File: src/rtl/raster_scheduler_if.sv
`default_nettype none
// ============================================================================
// Module   : raster_scheduler_if
// Brief    : Descriptor intake, rasterizer handshake and frame-buffer write bus.
// Revision : 1.0
// ============================================================================
interface raster_scheduler_if #(
  parameter int DESC_W = 230,
  parameter int ADDR_W = 17
);
  logic              tri_valid;
  logic [DESC_W-1:0] tri_desc;
  logic              tri_ready;
  logic [DESC_W-1:0] cur_desc;
  logic              rasterizer_start;
  logic              rasterizer_done;
  logic              ras_we;
  logic [7:0]        ras_din;
  logic [ADDR_W-1:0] ras_addr;
  logic              fb_we;
  logic [7:0]        fb_din;
  logic [ADDR_W-1:0] fb_addr;

  // master: CPU / rasterizer / frame-buffer side; slave: the scheduler itself
  modport master (
    output tri_valid, tri_desc, rasterizer_done, ras_we, ras_din, ras_addr,
    input  tri_ready, cur_desc, rasterizer_start, fb_we, fb_din, fb_addr
  );

  modport slave (
    input  tri_valid, tri_desc, rasterizer_done, ras_we, ras_din, ras_addr,
    output tri_ready, cur_desc, rasterizer_start, fb_we, fb_din, fb_addr
  );
endinterface
`default_nettype wire

File: src/rtl/raster_scheduler.sv
`default_nettype none
// ============================================================================
// Module   : raster_scheduler
// Brief    : Per-frame sequencer: descriptor FIFO, frame-buffer clear, triangle
//            dispatch to the rasterizer and frame-buffer write-port mux.
// Revision : 1.0
// ============================================================================
module raster_scheduler #(
  parameter int DESC_W    = 230,
  parameter int DEPTH     = 4,
  parameter int FB_PIXELS = 76800,
  parameter int ADDR_W    = 17
) (
  input  logic              clk,
  input  logic              rst,
  raster_scheduler_if.slave bus,
  input  logic              frame_start,
  input  logic              frame_end,
  input  logic              clear_en,
  input  logic [7:0]        clear_color,
  output logic              busy,
  output logic              frame_done,
  output logic [15:0]       tri_count
);

  localparam int                c_PTR_W     = $clog2(DEPTH);
  localparam logic [c_PTR_W-1:0] c_PTR_ONE  = 1;
  localparam logic [c_PTR_W:0]  c_CNT_ONE   = 1;
  localparam logic [c_PTR_W:0]  c_CNT_FULL  = DEPTH[c_PTR_W:0];
  localparam logic [ADDR_W-1:0] c_ADDR_ONE  = 1;
  localparam logic [ADDR_W-1:0] c_LAST_ADDR = ADDR_W'(FB_PIXELS - 1);

  localparam logic [2:0] c_IDLE     = 3'd0;
  localparam logic [2:0] c_CLEAR    = 3'd1;
  localparam logic [2:0] c_WAIT_TRI = 3'd2;
  localparam logic [2:0] c_START    = 3'd3;
  localparam logic [2:0] c_RASTER   = 3'd4;
  localparam logic [2:0] c_DONE     = 3'd5;

  logic [2:0]         r_state;
  logic [2:0]         w_next_state;
  logic [DESC_W-1:0]  r_mem [DEPTH];
  logic [c_PTR_W-1:0] r_wr_ptr;
  logic [c_PTR_W-1:0] r_rd_ptr;
  logic [c_PTR_W:0]   r_count;
  logic [DESC_W-1:0]  r_cur_desc;
  logic               r_start;
  logic               r_end_seen;
  logic [15:0]        r_tri_count;
  logic [ADDR_W-1:0]  r_clr_addr;
  logic [7:0]         r_clr_color;
  logic [ADDR_W-1:0]  r_hold_addr;
  logic [7:0]         r_hold_din;

  logic               w_push;
  logic               w_pop;
  logic               w_frame_go;
  logic               w_fb_we;
  logic [ADDR_W-1:0]  w_fb_addr;
  logic [7:0]         w_fb_din;

  assign w_push     = bus.tri_valid && bus.tri_ready;
  assign w_pop      = (r_state == c_WAIT_TRI) && (r_count != '0);
  assign w_frame_go = (r_state == c_IDLE) && frame_start;

  // State register
  always_ff @(posedge clk or negedge rst) begin
    if (!rst) r_state <= c_IDLE;
    else      r_state <= w_next_state;
  end

  // Next-state logic
  always_comb begin
    w_next_state = r_state;
    case (r_state)
      c_IDLE:     if (frame_start) w_next_state = clear_en ? c_CLEAR : c_WAIT_TRI;
      c_CLEAR:    if (r_clr_addr == c_LAST_ADDR) w_next_state = c_WAIT_TRI;
      c_WAIT_TRI: begin
        if (r_count != '0)                 w_next_state = c_START;
        else if (r_end_seen || frame_end)  w_next_state = c_DONE;
      end
      c_START:    w_next_state = c_RASTER;
      c_RASTER:   if (bus.rasterizer_done) w_next_state = c_WAIT_TRI;
      c_DONE:     w_next_state = c_IDLE;
      default:    w_next_state = c_IDLE;
    endcase
  end

  // Output logic: the frame-buffer port holds its last address/data when idle
  always_comb begin
    w_fb_we    = 1'b0;
    w_fb_addr  = r_hold_addr;
    w_fb_din   = r_hold_din;
    busy       = (r_state != c_IDLE);
    frame_done = (r_state == c_DONE);
    case (r_state)
      c_CLEAR: begin
        w_fb_we   = 1'b1;
        w_fb_addr = r_clr_addr;
        w_fb_din  = r_clr_color;
      end
      c_RASTER: begin
        w_fb_we   = bus.ras_we;
        w_fb_addr = bus.ras_addr;
        w_fb_din  = bus.ras_din;
      end
      default: ;
    endcase
  end

  // Storage array carries no reset; validity is tracked by r_count alone
  always_ff @(posedge clk) begin
    if (w_push) r_mem[r_wr_ptr] <= bus.tri_desc;
  end

  always_ff @(posedge clk or negedge rst) begin
    if (!rst) begin
      r_wr_ptr    <= '0;
      r_rd_ptr    <= '0;
      r_count     <= '0;
      r_cur_desc  <= '0;
      r_start     <= 1'b0;
      r_end_seen  <= 1'b0;
      r_tri_count <= '0;
      r_clr_addr  <= '0;
      r_clr_color <= '0;
      r_hold_addr <= '0;
      r_hold_din  <= '0;
    end else begin
      if (w_push) r_wr_ptr <= r_wr_ptr + c_PTR_ONE;
      if (w_pop) begin
        r_rd_ptr   <= r_rd_ptr + c_PTR_ONE;
        r_cur_desc <= r_mem[r_rd_ptr];
      end
      case ({w_push, w_pop})
        2'b10:   r_count <= r_count + c_CNT_ONE;
        2'b01:   r_count <= r_count - c_CNT_ONE;
        default: ;
      endcase

      // Start is registered so it lands on the first RASTER cycle
      r_start <= (r_state == c_START);

      if (w_frame_go) begin
        r_end_seen  <= 1'b0;
        r_tri_count <= '0;
        r_clr_addr  <= '0;
        r_clr_color <= clear_color;
      end else if (frame_end && (r_state != c_IDLE)) begin
        r_end_seen <= 1'b1;
      end

      if (r_state == c_CLEAR) r_clr_addr <= r_clr_addr + c_ADDR_ONE;

      if ((r_state == c_RASTER) && bus.rasterizer_done && (r_tri_count != 16'hFFFF))
        r_tri_count <= r_tri_count + 16'd1;

      if ((r_state == c_CLEAR) || (r_state == c_RASTER)) begin
        r_hold_addr <= w_fb_addr;
        r_hold_din  <= w_fb_din;
      end
    end
  end

  assign bus.tri_ready        = (r_count != c_CNT_FULL);
  assign bus.cur_desc         = r_cur_desc;
  assign bus.rasterizer_start = r_start;
  assign bus.fb_we            = w_fb_we;
  assign bus.fb_addr          = w_fb_addr;
  assign bus.fb_din           = w_fb_din;
  assign tri_count            = r_tri_count;

endmodule
`default_nettype wire

File: src/flat_wrapper.sv
// flat-port wrapper written by rule: the top's interface ports become plain ports
module raster_scheduler_flat 
#(
  parameter int DESC_W    = 230,
  parameter int DEPTH     = 4,
  parameter int FB_PIXELS = 76800,
  parameter int ADDR_W    = 17
)
  (clk, rst, frame_start, frame_end, clear_en, clear_color, busy, frame_done, tri_count, bus_tri_valid, bus_tri_desc, bus_rasterizer_done, bus_ras_we, bus_ras_din, bus_ras_addr, bus_tri_ready, bus_cur_desc, bus_rasterizer_start, bus_fb_we, bus_fb_din, bus_fb_addr);
  raster_scheduler_if #(.DESC_W(DESC_W), .ADDR_W(ADDR_W)) bus_i ();
  input  logic clk;
  input  logic rst;
  input  logic frame_start;
  input  logic frame_end;
  input  logic clear_en;
  input  logic [7:0] clear_color;
  output logic busy;
  output logic frame_done;
  output logic [15:0] tri_count;
  input wire logic [$bits(bus_i.tri_valid)-1:0] bus_tri_valid;
  input wire logic [$bits(bus_i.tri_desc)-1:0] bus_tri_desc;
  input wire logic [$bits(bus_i.rasterizer_done)-1:0] bus_rasterizer_done;
  input wire logic [$bits(bus_i.ras_we)-1:0] bus_ras_we;
  input wire logic [$bits(bus_i.ras_din)-1:0] bus_ras_din;
  input wire logic [$bits(bus_i.ras_addr)-1:0] bus_ras_addr;
  output wire logic [$bits(bus_i.tri_ready)-1:0] bus_tri_ready;
  output wire logic [$bits(bus_i.cur_desc)-1:0] bus_cur_desc;
  output wire logic [$bits(bus_i.rasterizer_start)-1:0] bus_rasterizer_start;
  output wire logic [$bits(bus_i.fb_we)-1:0] bus_fb_we;
  output wire logic [$bits(bus_i.fb_din)-1:0] bus_fb_din;
  output wire logic [$bits(bus_i.fb_addr)-1:0] bus_fb_addr;
  assign bus_i.tri_valid = bus_tri_valid;
  assign bus_i.tri_desc = bus_tri_desc;
  assign bus_i.rasterizer_done = bus_rasterizer_done;
  assign bus_i.ras_we = bus_ras_we;
  assign bus_i.ras_din = bus_ras_din;
  assign bus_i.ras_addr = bus_ras_addr;
  assign bus_tri_ready = bus_i.tri_ready;
  assign bus_cur_desc = bus_i.cur_desc;
  assign bus_rasterizer_start = bus_i.rasterizer_start;
  assign bus_fb_we = bus_i.fb_we;
  assign bus_fb_din = bus_i.fb_din;
  assign bus_fb_addr = bus_i.fb_addr;
  raster_scheduler #(.DESC_W(DESC_W), .DEPTH(DEPTH), .FB_PIXELS(FB_PIXELS), .ADDR_W(ADDR_W)) u_core (.clk(clk), .rst(rst), .bus(bus_i), .frame_start(frame_start), .frame_end(frame_end), .clear_en(clear_en), .clear_color(clear_color), .busy(busy), .frame_done(frame_done), .tri_count(tri_count));
endmodule
File: config.mk
export PLATFORM = sky130hd
export DESIGN_NAME = raster_scheduler_flat
export DESIGN_NICKNAME = d
export VERILOG_FILES = /design/src/rtl/raster_scheduler_if.sv /design/src/rtl/raster_scheduler.sv /design/src/flat_wrapper.sv
export SDC_FILE = /design/constraint.sdc
export NUM_CORES = 1
export LEC_CHECK = 0
export CAP_MARGIN = 20
export CORE_MARGIN = 2
export CORE_UTILIZATION = 60
export DETAILED_ROUTE_END_ITERATION = 7
export GPL_ROUTABILITY_DRIVEN = 0
export PLACE_DENSITY_LB_ADDON = 0.1
export SYNTH_ARGS = -nofsm -noshare
export SYNTH_HDL_FRONTEND = slang
export SYNTH_SLANG_ARGS = --single-unit
export TNS_END_PERCENT = 20
File: constraint.sdc
create_clock -name clk -period 12.4 [get_ports clk]
set_clock_uncertainty 0.2 [all_clocks]
set_input_delay 1.24 -clock clk [delete_from_list [all_inputs] [get_ports clk]]
set_output_delay 1.24 -clock clk [all_outputs]
set_load 0.03 [all_outputs]
==> impl_metrics.env, run 1 <==
export IMPL_status="finished clean"
export IMPL_io_pins=547
export IMPL_row_count=101
export IMPL_floorplan_initialDensity_pct=60.3
export IMPL_fin_nets=3469
export IMPL_setup_tns_ns=0
export IMPL_core_region_area_mm2=0.0757
export IMPL_critical_path_class="reg -> out"
export IMPL_synth_warning_count=0
export IMPL_p_per_area_mw_per_mm2=257
export IMPL_whs_ns=0.275
export IMPL_cp_end_kind="output pin"
export IMPL_drv_cap=0
export IMPL_top_layer="met5"
export IMPL_htreeDepth=3
export IMPL_port_buffers=546
export IMPL_ys_seq_area_share_pct=77.4
export IMPL_async_flop_share_pct=25.1
export IMPL_cts_resized=0
export IMPL_regArea_mm2=0.0353
export IMPL_synth_top_area_cell="edfxtp_1"
export IMPL_wl_met1_um=40200
export IMPL_first_iter_violations=2187
export IMPL_synthDistinctLibCells=58
export IMPL_viasPerCell=5.82
export IMPL_clk_path_buf_depth=3
export IMPL_grt_usage_pct=26.5
export IMPL_layout_common_cells="edfxtp_1 (920), nand2_1 (815), clkdlybuf4s50_1 (545)"
export IMPL_rsz0062_at_grt="no"
export IMPL_final_common_cell="edfxtp_1"
export IMPL_holdBufCountCts=0
export IMPL_drive_above_1_share_pct=13.6
export IMPL_leakagePower_nw=20.8
export IMPL_die_h_um=280
export IMPL_place_ws_ns=7.34
export IMPL_multi_input_area_mm2=0.00977
export IMPL_arrival_ns=3.09
export IMPL_peakVddDrop_uv=169
export IMPL_wl_per_cell_um=24.1
export IMPL_syn_num_nets=2903
export IMPL_synth_edff_count=920
export IMPL_synth_cells=2624
export IMPL_maxSlewHeadroom_pct=14.1
export IMPL_finalSetupViolations=0
export IMPL_grt_pass1_wl_um=155000
export IMPL_cp_max_fo=36
export IMPL_clock_latency_ns=0.68
export IMPL_dr_pass1_iters=6
export IMPL_dp_hpwl_um=62100
export IMPL_area_growth_pct=22.8
export IMPL_power_w=0.0144
export IMPL_synth_ff_type="edfxtp_1"
export IMPL_clock_fmax_ghz=0.221
export IMPL_fin_ws_ns=7.87
export IMPL_die_x_um=280
export IMPL_route_detailed_drc=0
export IMPL_wl_met2_um=52400
export IMPL_num_fill_cells=4501
export IMPL_drt_wl_total_um=103000
export IMPL_yosysTopAreaCellShare_pct=60.5
export IMPL_cp_start_kind="flop"
export IMPL_syn_avg_cell_area_um2=17.4
export IMPL_period_share_pct=36.5
export IMPL_cts_buffers_inserted=119
export IMPL_root_buffer="clkbuf_16"
export IMPL_tightest_slew_ns=1.29
export IMPL_ant_nets=0
export IMPL_synthTopCellsByArea="edfxtp_1 (60%), dfrtp_1 (17%), mux4_2 (11%)"
export IMPL_dieArea_mm2=0.0783
export IMPL_grt_max_degree=169
export IMPL_stdcell_area_mm2=0.0561
export IMPL_path_clk_slew_ns=0.06
export IMPL_route_met3_wl_um=7740
export IMPL_grt_pass1_vias=25400
export IMPL_cts_sinks=1228
export IMPL_period_needed_ns=4.53
export IMPL_via_count=25000
export IMPL_cts_tree="done"
export IMPL_grt_ovfl_total=0
export IMPL_cp_required_ns=10.96
export IMPL_dpl_cell_area_mm2=0.0522
export IMPL_hold_viol=0
export IMPL_antenna_found_initial=26
export IMPL_drv_slew=0
export IMPL_netlist_area_mm2=0.0457
export IMPL_ys_ff_latch=1228
export IMPL_hold_path_class="reg -> reg"
export IMPL_post_cts_buffers=0
state kept, by name, summed over array words and instances (netlist names):
signal,flops
u_core.r_hold_addr,17
u_core.r_clr_addr,17
u_core.r_mem,920
u_core.r_hold_din,8
u_core.r_state,3
u_core.r_end_seen,1
u_core.bus.rasterizer_start,1
u_core.tri_count,16
u_core.r_wr_ptr,2
u_core.r_count,3
u_core.bus.cur_desc,230
u_core.r_rd_ptr,2
u_core.r_clr_color,8
critical path: stages, from the launching register on:
cell	delay, ns
dfrtp_1	0.56
nor3b_4	0.24
buf_4	0.37
nor2_1	0.07
buf_4	0.22
a221o_1	0.32
clkdlybuf4s50_1	0.59
worst paths after layout:
path	from	endpoint	slack, ns	cells after the start
max in group asynchronous	rst	u_core.bus.cur_desc[21]$_DFFE_PN0P_	10.13	2
worst min-delay path	u_core.bus.cur_desc[52]$_DFFE_PN0P_	u_core.bus.cur_desc[52]$_DFFE_PN0P_	0.27	2
min in group asynchronous	rst	u_core.bus.cur_desc[229]$_DFFE_PN0P_	0.40	1
worst max register to register	u_core.r_state[2]$_DFFE_PN0P_	u_core.bus.cur_desc[220]$_DFFE_PN0P_	8.01	7
worst max-delay path	u_core.r_state[0]$_DFFE_PN0P_	bus_fb_addr[10]	7.87	6
worst min register to register	u_core.bus.cur_desc[52]$_DFFE_PN0P_	u_core.bus.cur_desc[52]$_DFFE_PN0P_	0.27	2
Yosys cell counts (12+ instances only):
cell type	number
nor4_1	14
nand2_1	815
nor3_1	12
inv_1	13
nor2_1	17
dfrtp_1	308
edfxtp_1	920
a22oi_1	24
clkbuf_1	73
mux4_2	230
buf_2	46
nand3_1	16
area by class of cell:
| type | count | share of cell area (%) |
|---|---|---|
| Clock buffer | 177 | 5.92 |
| Antenna cell | 11 | 0.0491 |
| Sequential cell | 1228 | 63.0 |
| Inverter | 14 | 0.107 |
| Tap cell | 978 | 2.18 |
| Multi-Input combinational cell | 1254 | 17.4 |
| Timing Repair Buffer | 573 | 10.3 |
| Clock inverter | 49 | 0.987 |
stage by stage:
stage / std cells / utilization, %
2_1_floorplan: 2624 / -
3_3_place_gp: 4046 / 68.9
3_5_place_dp: 4047 / 68.9
4_1_cts: 4273 / 74.0
5_1_grt: 4283 / 74.0
6_report: 4284 / 74.1
metal layers:
metal / global-route usage (%) / vias to the layer above
li1: - / 11000
met1: 35.7 / 12800
met2: 43.6 / 941
met3: 6.27 / 186
met4: 8.39 / 28
met5: 0 / -
power breakdown:
part / internal, W / leakage [nW] / switching (W)
sequential: 0.00557 / 12.3 / 0.000534
combinational: 0.00194 / 6.62 / 0.00284
clock: 0.00206 / 1.88 / 0.00148
total: 0.00957 / 20.8 / 0.00485
kinds of logic (layout without fill, tap and decap cells):
family	count (synthesis)	in the layout	share of synthesized area, %
multiplexers	241	241	11.6
AO/OA/AOI/OAI	75	75	1.24
other	0	11	0
flip-flops	1228	1228	77.4
XOR/XNOR	7	7	0.134
AND/OR/NAND/NOR	923	923	8.10
adder cells (fa/ha/maj)	8	8	0.236
buffers and inverters	142	813	1.32
Note: power is estimated with default switching activity, not from simulation.
==> run 2: changes to the inputs <==
--- a/config.mk
+++ b/config.mk
@@ -7,7 +7,7 @@
 export LEC_CHECK = 0
 export CAP_MARGIN = 20
 export CORE_MARGIN = 2
-export CORE_UTILIZATION = 60
+export CORE_UTILIZATION = 56
 export DETAILED_ROUTE_END_ITERATION = 7
 export GPL_ROUTABILITY_DRIVEN = 0
 export PLACE_DENSITY_LB_ADDON = 0.1
==> constraint.sdc (replaced) <==
create_clock -name clk -period 4.2 [get_ports clk]
set_clock_uncertainty 0.2 [all_clocks]
set_input_delay 0.42 -clock clk [delete_from_list [all_inputs] [get_ports clk]]
set_output_delay 0.42 -clock clk [all_outputs]
set_load 0.03 [all_outputs]
==> run 2 against run 1 <==
  * Via count shrank 0.16%
  * Sequential cell count is the same
  * Critical path depth is the same
  * Clock-buffer cell count shrank 12
  * Core utilization shrank 3.7 points
  * Setup slack lost 7.4 ns
  * Register-to-register slack lost 7.1 ns
  * Critical endpoint unchanged
  * Largest cell class unchanged
  * Largest power group unchanged
==> impl_metrics.env, run 2 (same netlist as run 1, synthesis figures left out) <==
export IMPL_layout_common_cells="edfxtp_1 (920), nand2_1 (815), clkdlybuf4s50_1 (545)"
export IMPL_critical_path_class="reg -> out"
export IMPL_port_buffers=546
export IMPL_antenna_found_initial=29
export IMPL_leakagePower_nw=21.1
export IMPL_drv_cap=0
export IMPL_row_count=104
export IMPL_dp_hpwl_um=62400
export IMPL_stdcell_area_mm2=0.0567
export IMPL_dr_pass1_iters=6
export IMPL_grt_pass1_vias=26000
export IMPL_clock_latency_ns=0.67
export IMPL_maxSlewHeadroom_pct=36.0
export IMPL_via_count=24900
export IMPL_drv_slew=0
export IMPL_floorplan_initialDensity_pct=56.6
export IMPL_finalSetupViolations=0
export IMPL_drive_above_1_share_pct=14.7
export IMPL_grt_usage_pct=24.8
export IMPL_reg2reg_slack_ns=0.92
export IMPL_fin_nets=3486
export IMPL_dieArea_mm2=0.0838
export IMPL_peakVddDrop_uv=540
export IMPL_rsz0062_at_grt="no"
export IMPL_cts_buffers_inserted=121
export IMPL_num_fill_cells=5165
export IMPL_htreeDepth=3
export IMPL_grt_ovfl_total=0
export IMPL_post_cts_buffers=0
export IMPL_drt_wl_total_um=105000
export IMPL_cp_start_kind="flop"
export IMPL_cp_end_kind="output pin"
export IMPL_ant_nets=0
export IMPL_clk_path_buf_depth=3
export IMPL_hold_path_class="in -> reg"
export IMPL_dpl_cell_area_mm2=0.0526
export IMPL_p_per_area_mw_per_mm2=764
export IMPL_path_clk_slew_ns=0.06
export IMPL_grt_pass1_wl_um=155000
export IMPL_period_share_pct=88.0
export IMPL_core_region_area_mm2=0.0807
export IMPL_setup_tns_ns=0
export IMPL_io_pins=547
export IMPL_cp_max_fo=36
export IMPL_final_common_cell="edfxtp_1"
export IMPL_period_needed_ns=3.69
export IMPL_whs_ns=0.0954
export IMPL_utilization_pct=70.3
export IMPL_cts_tree="done"
export IMPL_first_iter_violations=1616
export IMPL_cts_sinks=1228
export IMPL_status="finished clean"
export IMPL_die_h_um=290
export IMPL_arrival_ns=3.07
export IMPL_tightest_slew_ns=0.959
export IMPL_area_growth_pct=24.2
export IMPL_largest_reg_flops=920
export IMPL_wl_per_cell_um=23.9
export IMPL_hold_viol=0
export IMPL_root_buffer="clkbuf_16"
export IMPL_clock_fmax_ghz=0.271
export IMPL_viasPerCell=5.67
export IMPL_dp_cells=4143
export IMPL_fin_cells=4391
export IMPL_regMostFlops="u_core.r_mem"
export IMPL_die_x_um=290
export IMPL_route_detailed_drc=0
export IMPL_grt_max_degree=138
export IMPL_cp_required_ns=3.58
-- run 2: cell types whose count changed in the layout (fill, tap and decap cells not counted), moves of 2 or more --
| cell | change |
|---|---|
| clkinv_2 | +11 |
| clkbuf_8 | +9 |
| clkinvlp_4 | -3 |
| diode_2 | +5 |
| clkinv_1 | +6 |
| buf_4 | -3 |
| clkbuf_16 | +5 |
| clkbuf_1 | -25 |
| clkinv_4 | +2 |
| buf_12 | +18 |
-- run 2: routing by layer --
layer | wire (µm) | track usage (%) | vias up
met3 | 7610 | 6.56 | 162
met1 | 39900 | 31.2 | 12900
met2 | 55100 | 42.5 | 801
met4 | 2000 | 7.46 | 28
met5 | 182 | 0 | -
li1 | - | - | 11000
-- run 2: critical path, cell delays in order, from the launching register on --
cell	delay, ns
dfrtp_1	0.56
nor3b_4	0.25
buf_4	0.38
nor2_1	0.07
buf_4	0.23
a221o_1	0.31
clkdlybuf4s50_1	0.59
-- run 2: per-stage QoR --
stage          total power [W]  setup WS, ns
5_1_grt                 0.0453         0.356
4_1_cts                 0.0438         0.474
3_5_place_dp            0.0328         0.973
2_1_floorplan           0.0270        -0.107
3_3_place_gp            0.0325         0.950
6_report                0.0433         0.505
-- run 2: area by class of cell --
class	count	area, µm²	share of cell area, %
timing repair buffer	588	6080	10.7
inverter	14	60.1	0.106
sequential	1228	35300	62.3
multi-input combinational	1254	9770	17.2
tap	1060	1330	2.34
clock buffer	165	3470	6.11
clock inverter	66	648	1.14
antenna	16	40.0	0.0706
-- run 2: path summary, 6_finish.rpt --
check / start / to / cells past startpoint
min: clear_color[6] / u_core.r_clr_color[6]$_DFFE_PN0P_ / 3
max reg2reg: u_core.r_state[2]$_DFFE_PN0P_ / u_core.r_count[2]$_DFFE_PN0P_ / 9
max in group asynchronous: rst / u_core.bus.cur_desc[12]$_DFFE_PN0P_ / 3
min in group asynchronous: rst / u_core.bus.cur_desc[163]$_DFFE_PN0P_ / 2
max: u_core.r_state[0]$_DFFE_PN0P_ / bus_fb_addr[10] / 6
min reg2reg: u_core.r_hold_addr[13]$_DFFE_PN0N_ / u_core.r_hold_addr[13]$_DFFE_PN0N_ / 2
-- run 2: timing repair --
action	CTS	global route
endpoints found under the hold margin	86	0
hold buffers	1	0
endpoints found under the setup margin	0	0
resized for setup	0	0
-- run 2: power by group --
part,switching [W],internal [W]
sequential,0.00142,0.0164
clock,0.00448,0.00645
combinational,0.00866,0.00590
total,0.0146,0.0288
